[config.mk]
export PLATFORM = sky130hd
export DESIGN_NAME = updown_counter
export DESIGN_NICKNAME = d
export VERILOG_FILES = /design/src/rtl/updown_counter.sv
export SDC_FILE = /design/constraint.sdc
export NUM_CORES = 1
export LEC_CHECK = 0
export CAP_MARGIN = 20
export CORE_MARGIN = 8
export CORE_UTILIZATION = 53
export DETAILED_ROUTE_END_ITERATION = 8
export GPL_TIMING_DRIVEN = 1
export PLACE_DENSITY = 0.82
export SETUP_SLACK_MARGIN = 0.2
export SYNTH_ARGS = -nofsm -noshare
export SYNTH_HDL_FRONTEND = slang
export SYNTH_SLANG_ARGS = --single-unit
export TNS_END_PERCENT = 5
[constraint.sdc]
create_clock -name clk -period 4.05 [get_ports clk]
set_input_delay 1.0125 -clock clk [delete_from_list [all_inputs] [get_ports clk]]
set_output_delay 1.0125 -clock clk [all_outputs]
set_load 0.03 [all_outputs]
[src/rtl/updown_counter.sv]
`default_nettype none
// ============================================================================
//  Module      : updown_counter
//  Description : Loadable up/down counter with a programmable step and a
//                programmable upper bound (range 0..max_val inclusive).
//                At a range boundary the counter either wraps to the other
//                end or saturates, depending on SATURATE. It raises a
//                one-cycle terminal-count pulse and sets a sticky
//                boundary-event flag.
//  Ports       : clk      - clock, rising edge active
//                rst      - synchronous active-high reset
//                en       - count enable (one step per cycle)
//                dir      - 1 = up, 0 = down
//                step     - unsigned step amount (STEP_W bits)
//                load     - synchronous load strobe (beats en)
//                load_val - value to load, clamped to max_val
//                max_val  - inclusive upper bound of the count range
//                clr_ovf  - clears the sticky flag (a set on the same edge wins)
//                count    - registered count
//                tc       - registered terminal-count pulse
//                ovf      - registered sticky boundary-event flag
//  Revision    : 1.0 - initial release
// ============================================================================
module updown_counter #(
  parameter int WIDTH    = 8,
  parameter int STEP_W   = 4,
  parameter int SATURATE = 0
) (
  input  logic              clk,
  input  logic              rst,
  input  logic              en,
  input  logic              dir,
  input  logic [STEP_W-1:0] step,
  input  logic              load,
  input  logic [WIDTH-1:0]  load_val,
  input  logic [WIDTH-1:0]  max_val,
  input  logic              clr_ovf,
  output logic [WIDTH-1:0]  count,
  output logic              tc,
  output logic              ovf
);

  localparam logic c_saturate = (SATURATE != 0);

  logic [WIDTH-1:0] count_q, count_d;
  logic             tc_q, tc_d;
  logic             ovf_q, ovf_d;

  logic [WIDTH:0]   step_ext;
  logic [WIDTH:0]   sum;
  logic [WIDTH-1:0] diff;
  logic             boundary;

  // Work one bit wider than the count so that the up sum cannot overflow.
  assign step_ext = (WIDTH+1)'(step);
  assign sum      = {1'b0, count_q} + step_ext;
  assign diff     = count_q - step_ext[WIDTH-1:0];

  always_comb begin
    count_d  = count_q;
    tc_d     = 1'b0;
    ovf_d    = ovf_q;
    boundary = 1'b0;

    if (load) begin
      count_d = (load_val > max_val) ? max_val : load_val;
    end else if (en && (step != '0)) begin
      if (count_q > max_val) begin
        // max_val was lowered below the current count: any real step is
        // treated as a boundary crossing, whatever the direction.
        boundary = 1'b1;
      end else if (dir) begin
        if (sum > {1'b0, max_val}) boundary = 1'b1;
        else                       count_d  = sum[WIDTH-1:0];
      end else begin
        if ({1'b0, count_q} >= step_ext) count_d  = diff;
        else                             boundary = 1'b1;
      end

      // Up+saturate and down+wrap both land on max_val; the other two
      // combinations land on 0.
      if (boundary) begin
        count_d = (dir == c_saturate) ? max_val : '0;
      end
    end

    tc_d = boundary;

    if (boundary)     ovf_d = 1'b1;
    else if (clr_ovf) ovf_d = 1'b0;
  end

  always_ff @(posedge clk) begin
    if (rst) begin
      count_q <= '0;
      tc_q    <= 1'b0;
      ovf_q   <= 1'b0;
    end else begin
      count_q <= count_d;
      tc_q    <= tc_d;
      ovf_q   <= ovf_d;
    end
  end

  assign count = count_q;
  assign tc    = tc_q;
  assign ovf   = ovf_q;

endmodule
`default_nettype wire

==> summary.txt <==
Worst hold path
  • Hold path endpoint: ovf
  • Hold Path Stages: 2
  • Hold wc startpoint: ovf
  • Hold WC Path Type: reg2reg

STA
  • Final Hold Fails: 0
  • Max-slew violations: 0
  • Worst Skew: between 0.004 and 0.005 ns
  • Final period utilization: between 90% and 100%
  • Achievable Freq: between 200 and 300 MHz
  • Slew HR: 41.70%
  • RSZ-0062 raised after global routing: no
  • Hold WS: approximately 0.48 ns
  • Worst Tran Pin Value: 0.8632 ns
  • Setup violations, final: 0
  • Post-layout min period: 3.727 ns
  • Setup TNS: 0 ns

Drt
  • Post-route ant nets: 0
  • Detailed Route WL: 5.776 mm
  • Vias: 1996
  • Initial drt markers: roughly 180
  • Via-per-instance ratio: 6.142
  • Pre-antenna DRT Iters: 4
  • Routed len/inst: 17.77 um
  • DRC: 0

Synthesis
  • Mapped cell area: 1787 um2
  • Syn nets: a little under 300
  • Simple-Gate Fraction of Synth Area: between 20% and 30%
  • Number of distinct library cells after synthesis: 55
  • Synth Area in Adders: 24.65%
  • Synth Area in XOR/XNOR: around 5.4%
  • Post-synth top cells: ha_1, a21oi_1, inv_1, nor2_1, o21ai_0
  • Most common cell in the netlist: ha_1
  • Cell taking the most area after synthesis: ha_1
  • Post-synthesis compound-gate area fraction: 31.23%
  • Number of flops mapped to enable cells by yosys: 0
  • Synth top area cells: ha_1, dfxtp_1, a21oi_1
  • YS warnings: 0
  • Avg Cell Area, Syn: between 7 and 8 um2
  • Mux cell area share after synthesis: 0.5602%
  • Post-synth ARST share: 0%
  • Ys flop type: dfxtp_1
  • Synth Register Bits: 10
  • Share of the synthesized area in the top cell type: 22.41%
  • Largest family of logic cells by synthesized area: compound AO/OA/AOI/OAI gates
  • Synthesized instance count: 231
  • Post-synthesis sequential area ratio: between 10% and 20%

Global route
  • GRT Overall Usage: 20.22%
  • Vias in the first global route: 1919
  • Initial antenna violation count: 0
  • Pin count of the biggest net entering global routing: 14
  • Grt met2 use: 32.32%
  • GRT Residual Overflow: 0
  • Top Usage Layer GRT: met2
  • First-pass GRT wire length: 8.928 mm
  • Met3 usage: between 4 and 5%
  • M1 GR Usage: 25.81%

Floorplan
  • Chip height: 74.06 um
  • IO Pins: 36
  • Core ar.: approximately 3300 um2
  • Die Wd: 74.06 um
  • Initial Utilization: 54.40%
  • Full die area: around 5500 um2
  • Rows: 21

Layout
  • Post-layout util: 74.63%
  • Multi-input logic area: 1598 um2
  • N_diodes: 0
  • Register Area: 200.2 um2
  • Share of cells above drive strength 1: 18.64%
  • Fill cell count: 251
  • Synth-to-Final Area Change: 37.18%
  • Finished Layout Cells: roughly 330
  • Final net count: 340

Pwr
  • Pwr dens: 289.8 nW/um2
  • Pwr Total: about 700 uW
  • Leakage: 1.045 nW
  • VDD IR-drop max: 0.2353 mV

Flow run
  • Max cap viols: 0

Placement
  • Dpl hpwl: 4.336 mm
  • RePlAce Congestion: 0.9387
  • Dpl cells: 318
  • # port buffers: 35

Critical path
  • Reg2reg end: count[0]
  • Critical R2R Launch: count[1]
  • Crit path capture type: register
  • Crit path kind: in2reg
  • Worst path required time: 4.23 ns
  • Path depth of the worst reg2reg path: 13
  • CP Launch Point: step[1]
  • Worst path arrival time: 3.91 ns
  • Worst setup SP type: input port
  • Max FO, Critical Path: 4
  • Reg2reg setup slack: 0.88 ns

Clocking
  • Clock sink count: 10
  • CTS tree: yes
  • Cts bufs inserted: 3
  • CTS H-Tree Depth: 1
  • Worst-Skew Late Latency: 0.28 ns
  • Clock slew at reported path FFs: 0.07 ns
  • Root Buffer: clkbuf_4
  • Longest Clk Path Bufs: 2

Status
  • Status: completed
-- power breakdown --
group / total (mW) / switching, mW / internal [mW]
Sequential: 0.143 / 0.0318 / 0.111
Combinational: 0.473 / 0.255 / 0.218
Clock: 0.0937 / 0.0390 / 0.0548
Total: 0.710 / 0.326 / 0.385
-- cell usage in the layout (no fill, tap or decap), drive strengths merged, types with 4 or more instances in the layout --
cell type / n
buf: 18
xor2: 5
nand3: 12
o211ai: 5
nor2: 17
a311oi: 4
dfxtp: 10
ha: 32
a311o: 5
nand2: 12
xnor2: 6
nor3: 7
o21a: 4
inv: 17
nand4: 4
o21ai: 15
a21oi: 18
a21o: 4
nor2b: 5
clkbuf: 4
clkdlybuf4s50: 31
-- logic make-up (layout without fill, tap and decap cells) --
logic type,after synthesis,count (layout)
multiplexers,1,1
adder cells (fa/ha/maj),34,34
flip-flops,10,10
AND/OR/NAND/NOR,71,71
buffers and inverters,26,74
XOR/XNOR,11,11
AO/OA/AOI/OAI,78,78
-- worst max-delay path: stages --
cell,delay [ns]
dlygate4sd2_1,0.29
inv_1,0.07
ha_1,0.32
nor2b_2,0.16
o21ai_2,0.08
nand2_1,0.10
nand2_1,0.07
xnor2_1,0.16
ha_1,0.31
nand3_2,0.11
o31ai_2,0.24
a41o_1,0.20
o21ai_4,0.09
o311a_1,0.37
o41ai_2,0.31
-- routing by layer --
metal  up-vias  share of wire [%]  wire, um
li1        976                  -         -
met1       926                 44      2531
met2        84                 47      2702
met3        10                7.5       431
met4         0                1.9       110
met5         -                  0         0
-- worst max-delay path by stage --
| stage | endpoint | slack [ns] |
|---|---|---|
| finish | count[0] | 0.32 |
| global route | count[0] | 0.21 |
| CTS | count[2] | 0.20 |
| detailed placement | count[2] | -0.23 |
| global placement | count[0] | -0.07 |
| floorplan | count[0] | 0.48 |
-- what timing repair did --
action,in CTS,in global routing
pin swaps,1,18
setup buffers,0,3
setup endpoints to repair,8,10
resized for setup,5,30
hold endpoints to repair,0,0
hold buffers,0,0
-- through the flow --
step	instance area, um2	setup slack [ns]
3_3_place_gp	2258	-0.06568
6_report	2451	0.3230
5_1_grt	2451	0.2071
3_5_place_dp	2258	-0.2267
4_1_cts	2301	0.2009
2_1_floorplan	1787	0.4751
-- sequential cells by signal, indices dropped and copies added (netlist names) --
register and flops:
ovf 1, tc 1, count 8
-- cell type report --
type                            count  share of cell area [%]
Multi-Input combinational cell    195                   65.19
Timing Repair Buffer               53                   20.21
Sequential cell                    10                   8.167
Inverter                           17                   2.603
Tap cell                           46                   2.348
Clock buffer                        4                   1.480
No activity file was read; power rests on OpenSTA's default activity.
